## config.mk

```make
export PLATFORM = sky130hd
export DESIGN_NAME = dual_byte_uart_rx_flat
export DESIGN_NICKNAME = d
export VERILOG_FILES = /design/src/rtl/dual_byte_uart_rx_if.sv /design/src/rtl/dual_byte_uart_rx.sv /design/src/flat_wrapper.sv
export SDC_FILE = /design/constraint.sdc
export NUM_CORES = 1
export LEC_CHECK = 0
export CORE_UTILIZATION = 30
export CTS_CLUSTER_DIAMETER = 100
export DETAILED_ROUTE_END_ITERATION = 10
export GPL_ROUTABILITY_DRIVEN = 0
export PLACE_DENSITY = 0.53
export SLEW_MARGIN = 0
export SYNTH_ARGS = -nofsm -noshare
export SYNTH_HDL_FRONTEND = slang
export SYNTH_SLANG_ARGS = --single-unit
export TNS_END_PERCENT = 20
```

## constraint.sdc

```tcl
create_clock -name clk_16M -period 2.5 [get_ports clk_16M]
set_clock_uncertainty 0.1 [all_clocks]
set_input_delay 0.25 -clock clk_16M [delete_from_list [all_inputs] [get_ports clk_16M]]
set_output_delay 0.25 -clock clk_16M [all_outputs]
set_load 0.01 [all_outputs]
```

## src/rtl/dual_byte_uart_rx_if.sv

```systemverilog
// Output bus of the dual-byte receiver: recovered byte pair, strobes and error count.
interface dual_byte_uart_rx_if #(
  parameter int ERRCNT_W = 8
);
  logic [7:0]          a_data;
  logic [7:0]          b_data;
  logic                data_valid;
  logic                frame_err;
  logic [ERRCNT_W-1:0] err_cnt;

  modport master (output a_data, b_data, data_valid, frame_err, err_cnt);
  modport slave  (input  a_data, b_data, data_valid, frame_err, err_cnt);
endinterface

```

## src/rtl/dual_byte_uart_rx.sv

```systemverilog
// Oversampling receiver for the 23-bit dual-byte AD-sample frame.
// Recovers the A/B byte pair, rejects malformed frames and counts them.
module dual_byte_uart_rx #(
  parameter int OVERSAMPLE = 16,
  parameter int ERRCNT_W   = 8
) (
  input  logic                clk_16M,
  input  logic                rst,
  input  logic                rs232_rx,
  dual_byte_uart_rx_if.master rx_bus
);

  localparam int H  = OVERSAMPLE / 2;
  localparam int TW = $clog2(OVERSAMPLE);

  localparam logic [TW-1:0]       TICK_S0   = TW'(H - 1);
  localparam logic [TW-1:0]       TICK_S1   = TW'(H);
  localparam logic [TW-1:0]       TICK_DEC  = TW'(H + 1);
  localparam logic [TW-1:0]       TICK_LAST = TW'(OVERSAMPLE - 1);
  localparam logic [ERRCNT_W-1:0] ERR_MAX   = {ERRCNT_W{1'b1}};

  typedef enum logic [2:0] {
    IDLE,
    START,
    DATA,
    STOP,
    BREAK
  } state_t;

  function automatic logic maj3(input logic a, input logic b, input logic c);
    return (a & b) | (a & c) | (b & c);
  endfunction

  logic                sync_ff1_r;
  logic                sync_ff2_r;
  logic                prev_r;
  logic                rx_s;
  logic                edge_s;

  state_t              state_r;
  logic [TW-1:0]       tick_r;
  logic [4:0]          k_r;
  logic [TW-1:0]       hi_cnt_r;
  logic                s0_r;
  logic                s1_r;
  logic                bad_r;
  logic [7:0]          a_sh_r;
  logic [7:0]          b_sh_r;

  logic [7:0]          a_data_r;
  logic [7:0]          b_data_r;
  logic                data_valid_r;
  logic                frame_err_r;
  logic [ERRCNT_W-1:0] err_cnt_r;

  logic [TW-1:0]       tick_nxt_s;
  logic [4:0]          k_nxt_s;
  logic                dec_s;
  logic                bit_s;
  logic                zero_bit_s;
  logic                a_bit_s;
  logic                b_bit_s;

  assign rx_s   = sync_ff2_r;
  assign edge_s = ~rx_s & prev_r;
  assign dec_s  = (tick_r == TICK_DEC);
  assign bit_s  = maj3(s0_r, s1_r, rx_s);

  // Two-flop synchroniser plus one-cycle history for falling-edge detection.
  always_ff @(posedge clk_16M or negedge rst) begin
    if (!rst) begin
      sync_ff1_r <= 1'b1;
      sync_ff2_r <= 1'b1;
      prev_r     <= 1'b1;
    end else begin
      sync_ff1_r <= rs232_rx;
      sync_ff2_r <= sync_ff1_r;
      prev_r     <= sync_ff2_r;
    end
  end

  // Oversample tick and bit-index advance.
  always_comb begin
    if (tick_r == TICK_LAST) begin
      tick_nxt_s = '0;
      k_nxt_s    = k_r + 5'd1;
    end else begin
      tick_nxt_s = tick_r + TW'(1);
      k_nxt_s    = k_r;
    end
  end

  // Classify the current bit index: fixed-zero, channel A or channel B.
  always_comb begin
    zero_bit_s = 1'b0;
    a_bit_s    = 1'b0;
    b_bit_s    = 1'b0;
    case (k_r)
      5'd1, 5'd10, 5'd11, 5'd20, 5'd21:                        zero_bit_s = 1'b1;
      5'd2, 5'd3, 5'd4, 5'd5, 5'd6, 5'd7, 5'd8, 5'd9:          a_bit_s    = 1'b1;
      5'd12, 5'd13, 5'd14, 5'd15, 5'd16, 5'd17, 5'd18, 5'd19:  b_bit_s    = 1'b1;
      default:                                                 zero_bit_s = 1'b0;
    endcase
  end

  // Frame FSM with sampling, shift registers and registered outputs.
  always_ff @(posedge clk_16M or negedge rst) begin
    if (!rst) begin
      state_r      <= IDLE;
      tick_r       <= '0;
      k_r          <= 5'd0;
      hi_cnt_r     <= '0;
      s0_r         <= 1'b1;
      s1_r         <= 1'b1;
      bad_r        <= 1'b0;
      a_sh_r       <= 8'h00;
      b_sh_r       <= 8'h00;
      a_data_r     <= 8'h00;
      b_data_r     <= 8'h00;
      data_valid_r <= 1'b0;
      frame_err_r  <= 1'b0;
      err_cnt_r    <= '0;
    end else begin
      data_valid_r <= 1'b0;
      frame_err_r  <= 1'b0;
      if (tick_r == TICK_S0) begin
        s0_r <= rx_s;
      end
      if (tick_r == TICK_S1) begin
        s1_r <= rx_s;
      end

      case (state_r)
        IDLE: begin
          k_r      <= 5'd0;
          hi_cnt_r <= '0;
          if (edge_s) begin
            // The edge cycle itself is tick 0, so the next cycle is tick 1.
            state_r <= START;
            tick_r  <= TW'(1);
            bad_r   <= 1'b0;
          end else begin
            tick_r  <= '0;
          end
        end

        START: begin
          tick_r <= tick_nxt_s;
          k_r    <= k_nxt_s;
          if (dec_s) begin
            if (bit_s) begin
              state_r <= IDLE;
              tick_r  <= '0;
              k_r     <= 5'd0;
            end else begin
              state_r <= DATA;
            end
          end
        end

        DATA: begin
          tick_r <= tick_nxt_s;
          k_r    <= k_nxt_s;
          if (dec_s) begin
            if (zero_bit_s && bit_s) begin
              bad_r <= 1'b1;
            end
            if (a_bit_s) begin
              a_sh_r <= {bit_s, a_sh_r[7:1]};
            end
            if (b_bit_s) begin
              b_sh_r <= {bit_s, b_sh_r[7:1]};
            end
            if (k_r == 5'd21) begin
              state_r <= STOP;
            end
          end
        end

        STOP: begin
          tick_r <= tick_nxt_s;
          k_r    <= k_nxt_s;
          if (dec_s) begin
            tick_r <= '0;
            k_r    <= 5'd0;
            if (bit_s && !bad_r) begin
              a_data_r     <= a_sh_r;
              b_data_r     <= b_sh_r;
              data_valid_r <= 1'b1;
              state_r      <= IDLE;
            end else begin
              frame_err_r <= 1'b1;
              if (err_cnt_r != ERR_MAX) begin
                err_cnt_r <= err_cnt_r + ERRCNT_W'(1);
              end
              // A low stop bit means the line may be stuck low; wait for a clean idle.
              state_r  <= bit_s ? IDLE : BREAK;
              hi_cnt_r <= '0;
            end
          end
        end

        BREAK: begin
          tick_r <= '0;
          k_r    <= 5'd0;
          if (!rx_s) begin
            hi_cnt_r <= '0;
          end else if (hi_cnt_r == TICK_LAST) begin
            hi_cnt_r <= '0;
            state_r  <= IDLE;
          end else begin
            hi_cnt_r <= hi_cnt_r + TW'(1);
          end
        end

        default: begin
          state_r <= IDLE;
          tick_r  <= '0;
          k_r     <= 5'd0;
        end
      endcase
    end
  end

  assign rx_bus.a_data     = a_data_r;
  assign rx_bus.b_data     = b_data_r;
  assign rx_bus.data_valid = data_valid_r;
  assign rx_bus.frame_err  = frame_err_r;
  assign rx_bus.err_cnt    = err_cnt_r;

endmodule

```

## src/flat_wrapper.sv

```systemverilog
// flat-port wrapper written by rule: the top's interface ports become plain ports
module dual_byte_uart_rx_flat 
#(
  parameter int OVERSAMPLE = 16,
  parameter int ERRCNT_W   = 8
)
  (clk_16M, rst, rs232_rx, rx_bus_a_data, rx_bus_b_data, rx_bus_data_valid, rx_bus_frame_err, rx_bus_err_cnt);
  dual_byte_uart_rx_if #(.ERRCNT_W(ERRCNT_W)) rx_bus_i ();
  input  logic clk_16M;
  input  logic rst;
  input  logic rs232_rx;
  output wire logic [$bits(rx_bus_i.a_data)-1:0] rx_bus_a_data;
  output wire logic [$bits(rx_bus_i.b_data)-1:0] rx_bus_b_data;
  output wire logic [$bits(rx_bus_i.data_valid)-1:0] rx_bus_data_valid;
  output wire logic [$bits(rx_bus_i.frame_err)-1:0] rx_bus_frame_err;
  output wire logic [$bits(rx_bus_i.err_cnt)-1:0] rx_bus_err_cnt;
  assign rx_bus_a_data = rx_bus_i.a_data;
  assign rx_bus_b_data = rx_bus_i.b_data;
  assign rx_bus_data_valid = rx_bus_i.data_valid;
  assign rx_bus_frame_err = rx_bus_i.frame_err;
  assign rx_bus_err_cnt = rx_bus_i.err_cnt;
  dual_byte_uart_rx #(.OVERSAMPLE(OVERSAMPLE), .ERRCNT_W(ERRCNT_W)) u_core (.clk_16M(clk_16M), .rst(rst), .rs232_rx(rs232_rx), .rx_bus(rx_bus_i));
endmodule
```

---- Yosys cells after proc, flatten, opt, wreduce, memory -nomap -nowiden ----
Index checks and enable logic that the tools add are counted.
storage, ports and cells
  register bits ........................... 64
  bits of input ports ..................... 3
  output and inout port bits .............. 26
  word-level logic and storage cells ...... 125
cells by class
  add/sub/neg operators ................... 4
  equality and inequality tests ........... 40
  muxes and demuxes ....................... 40
  bitwise logic cells ..................... 8
  reductions and logical operators ........ 16
operators with widths
  kind                   number
  $eq A5 B4 Y1 const B   8
  $mux W4                8
  $eq A5 B5 Y1 const B   6
  $mux W3                9
  $eq A5 B3 Y1 const B   4
  $mux W5                4
  $eq A4 B4 Y1 const B   4
  $ne A2 B1 Y1 const B   8
  $pmux W4 S4            1
  $reduce_or A8 Y1       2
  $pmux W3 S5            1
  $pmux W5 S3            1
  $mux W1                13
  $pmux W4 S3            1
  $reduce_and A3 Y1      4
  $eq A5 B2 Y1 const B   2
  $add A4 B1 Y4 const B  2
  $add A8 B1 Y8 const B  1
  $ne A8 B8 Y1 const B   1
  $reduce_and A4 Y1      2
  $reduce_and A7 Y1      1
  $eq A3 B2 Y1 const B   2
  $add A5 B1 Y5 const B  1
  $eq A5 B1 Y1 const B   1
  other kinds (15)       21

---- Logic depth before layout (Yosys ltp) ----
  word-level depth ........................ 7
  mapped depth ............................ 7
  depth with buffers taken out ............ 7

---- Worst setup path before layout ----
Ideal clock, no wire load.
  kind .................................... register to register
  start point ............................. register u_core.k_r[1]
  end point ............................... register u_core.b_sh_r[0]
  library setup time ...................... 0.125 ns
  data arrival time ....................... 1.767 ns
  required time ........................... 2.275 ns
  setup slack ............................. 0.508 ns
  cell stages (with the launch flop) ...... 8
  buffers on the path ..................... 1
  path through ............................ dfrtp_1 -> inv_1 -> ha_1 -> nor2_1 -> a2111oi_0 -> o31a_1 -> buf_4 -> mux2_2
between the ends
  longest elaborated chain between the ends .. 4
  elaborated cells on any way between the ends .. 11
  classes of those cells .................. 8 x eq/ne; 1 x mux; 2 x reduce/logical
RTL lines
  element                                       line                      source
  from (decl)                                   dual_byte_uart_rx.sv:42   logic [4:0] k_r;
  from (signal assigned)                        dual_byte_uart_rx.sv:149  k_r <= k_nxt_s;
  from (signal assigned)                        dual_byte_uart_rx.sv:163  k_r <= k_nxt_s;
  from (signal assigned)                        dual_byte_uart_rx.sv:182  k_r <= k_nxt_s;
  $eq A5 B4 Y1 or $eq A5 B5 Y1 (tied branches)  dual_byte_uart_rx.sv:98   case (k_r)
  $reduce_or A8 Y1 (*)                          dual_byte_uart_rx.sv:98
  $mux W1 (*)                                   dual_byte_uart_rx.sv:98
  $reduce_and A3 Y1 (no line) (*)               -
  to (signal assigned)                          dual_byte_uart_rx.sv:172  b_sh_r <= {bit_s, b_sh_r[7:1]};
  to (decl)                                     dual_byte_uart_rx.sv:48   logic [7:0] b_sh_r;
Every way passes the cells marked *; elsewhere a longest branch is shown, timed or not.
A chain may end at the register's enable or synchronous reset.

---- Final worst setup path ----
  start point ............................. register u_core.k_r[1]
  end point ............................... register u_core.b_sh_r[5]
The elaborated chain is that of the path after synthesis.

==> flow_summary.yaml <==
run_status:
  status: "completed"
cts:
  cts-buffers-inserted: 9
  clk_pin_slew_ps: 70
  post-cts-setup-buffers: 0
  clk_path_buf_depth: 2
  root_buffer: "clkbuf_8"
  h-tree-depth: 3
  cts_num_sinks: 64
  insertion_delay_ps: 350
  cts_tree: "built"
worst_setup_path:
  end_kind: "flip-flop"
  critPathLaunchType: "flip-flop"
  crit_fanout: 8
  worst_ep_required_time_ps: 2630
  worst_ep_arrival_time_ps: 2410
  r2r_slack_ps: 220
  path_class: "reg -> reg"
hold_path:
  hold_path_class: "in -> reg"
power_and_ir_drop:
  clkPwrFrac_pct: 40.0
  p_leak_nw: 1.697
  p_per_area_nw_per_um2: 773.2
  p_sw_share_pct: 27.27
  p_seq_share_pct: 44.7
  switchingPower_w: 0.0007570
  comb_power_share_pct: 15.3
  intPower_w: 0.002019
  ir_drop_v: 0.0003481
global_route:
  antenna_found_initial: 0
  overflow: 0
  track_usage_pct: 11.68
  grt_pass1_wl_mm: 9.025
  grt_max_degree: 40
  grt_pass1_vias: 1891
timing:
  tns_ps: 0
  tightest_slew_ps: 624.4
  slew_violations: 0
  whs_ps: 205.2
  rsz0062_at_grt: "false"
  hold_violations: 0
  finalSetupViolations: 0
  maxSlewHeadroom_pct: 58.37
  min_period_over_period_pct: 91.16
  layout_min_cycle_time_ps: 2279
  max_freq_mhz: 438.8
floorplan:
  dieArea_um2: 10040
  io_pins: 29
  chipWidth_um: 100.2
  core-area_um2: 9284
  rows: 35
  start_util_pct: 31.15
  dieHeight_um: 100.2
drt:
  postRouteAntennaNets: 0
  vias: 1855
  avgRoutedWirePerCell_um: 12.20
  first_pass_iters: 4
  dr.first_iter.drc_count: 34
  drt_wl_total_mm: 4.988
  drt-vias-per-instance: 4.535
  drcViolationCount: 0
place:
  io_buffer_count: 28
  dp_hpwl_mm: 3.429
  dpl_cell_area_um2: 3327
cells_and_area:
  final_area_um2: 3590
  drive_gt1_share_pct: 23.21
  final_nets: 289
  layout_common_cells: "dfrtp_1, mux2_2, clkdlybuf4s50_1"
  num_antenna_cells: 0
  areaGrowthSynthToFinish_pct: 24.15
  mostFrequentLayoutCell: "dfrtp_1"
synthesis:
  synth.net_count: 254
  yosys.cell_types.count: 41
  ys_top_cells_by_area: "dfrtp_1, mux2_2, ha_1, dfstp_2, nor2_1"
  ys_ff_latch: 64
  synth.avg_cell_area_um2: 12.05
  synth_top_area_share_pct: 51.06
  synth_edf_count: 0
  synthCells: 240
  ys.flop_type: "dfrtp_1"
  seq_area_frac_synth_pct: 55.60
  yosys_warnings: 0
  async_flop_share_pct: 100.0
  mappedNetlistArea_um2: 2892
  yosysTopAreaCell: "dfrtp_1"
job:
  drv_cap: 0
==> layer usage <==
layer / vias to the layer above / wire [µm] / GRT usage (%)
met5: - / 0 / 0
met3: 11 / 211 / 4.735
met1: 892 / 2398 / 14.87
met2: 31 / 2272 / 17.54
met4: 0 / 106 / 4.905
li1: 921 / - / -
==> stage by stage <==
stage | utilization [%] | total power (W) | setup slack (ps) | std cells
after floorplan | - | 0.001549 | 508.2 | 240
after global placement | 35.84 | 0.001681 | 257.5 | 392
after detailed placement | 35.84 | 0.001691 | 225.7 | 392
after CTS | 38.67 | 0.002823 | 218.7 | 409
after global routing | 38.67 | 0.002947 | 37.28 | 409
final | 38.67 | 0.002776 | 221.1 | 409
==> synthesized netlist by cell type, drive strengths merged, types with 5 or more instances <==
cell type  instances
dfrtp             59
mux2              35
nor2              26
ha                11
inv               10
nand2             10
nand3             10
a21oi              8
xor2               7
clkbuf             5
dfstp              5
nor3               5
==> power by group through the flow <==
stage | Combinational [W] | Sequential, W | Clock [W]
after global placement | 0.000423 | 0.00126 | 0
after CTS | 0.000435 | 0.00124 | 0.00115
after floorplan | 0.000333 | 0.00122 | 0
after detailed placement | 0.000431 | 0.00126 | 0
after global routing | 0.000492 | 0.00126 | 0.00119
final | 0.000424 | 0.00124 | 0.00111
==> cells by family (layout without fill, tap and decap cells) <==
logic type	after synthesis	after routing	share of synthesized area, %
xor gates and xnor gates	9	9	2.726
and+or+nand+nor	70	70	12.42
muxes	36	36	13.98
DFF	64	64	55.60
buffers and inverters	18	58	2.553
adders and majority gates	12	12	5.149
AOI/OAI and AO/OA	31	31	7.572
==> state kept, by name, summed over array words and instances (netlist names), 3 cells and up <==
name                   count
u_core.state_r             3
u_core.hi_cnt_r            4
u_core.rx_bus.b_data       8
u_core.rx_bus.a_data       8
u_core.b_sh_r              8
u_core.tick_r              4
u_core.rx_bus.err_cnt      8
u_core.a_sh_r              8
u_core.k_r                 5
==> repair_timing <==
item                      in CTS  in global routing
hold endpoints to repair      20                  0
hold buffers                   1                  0
resized for setup              0                  0
==> cell type report <==
| class | instances | area (µm²) |
|---|---|---|
| clock buffer | 10 | 137.6 |
| clock inverter | 6 | 115.1 |
| fill | 935 | 5694 |
| inverter | 10 | 37.54 |
| multi-input combinational | 158 | 1210 |
| sequential | 64 | 1608 |
| tap | 129 | 161.4 |
| timing repair buffer | 32 | 320.3 |
==> worst paths after layout <==
path / from / to / cells after the start
min in group asynchronous: rst / u_core.rx_bus.a_data[0] / 2
max reg2reg: u_core.k_r[1] / u_core.b_sh_r[5] / 6
min reg2reg: u_core.sync_ff1_r / u_core.rx_s / 0
min: rs232_rx / u_core.sync_ff1_r / 1
max in group asynchronous: rst / u_core.rx_bus.err_cnt[0] / 3
max: u_core.k_r[1] / u_core.b_sh_r[5] / 6
==> critical path, cell delays in order (launching register included) <==
cell,delay (ps)
dfrtp_1,430
inv_1,120
ha_1,230
nor2_1,80
a2111oi_0,400
o31a_1,410
mux2_2,390
No activity file was read; power rests on OpenSTA's default activity.
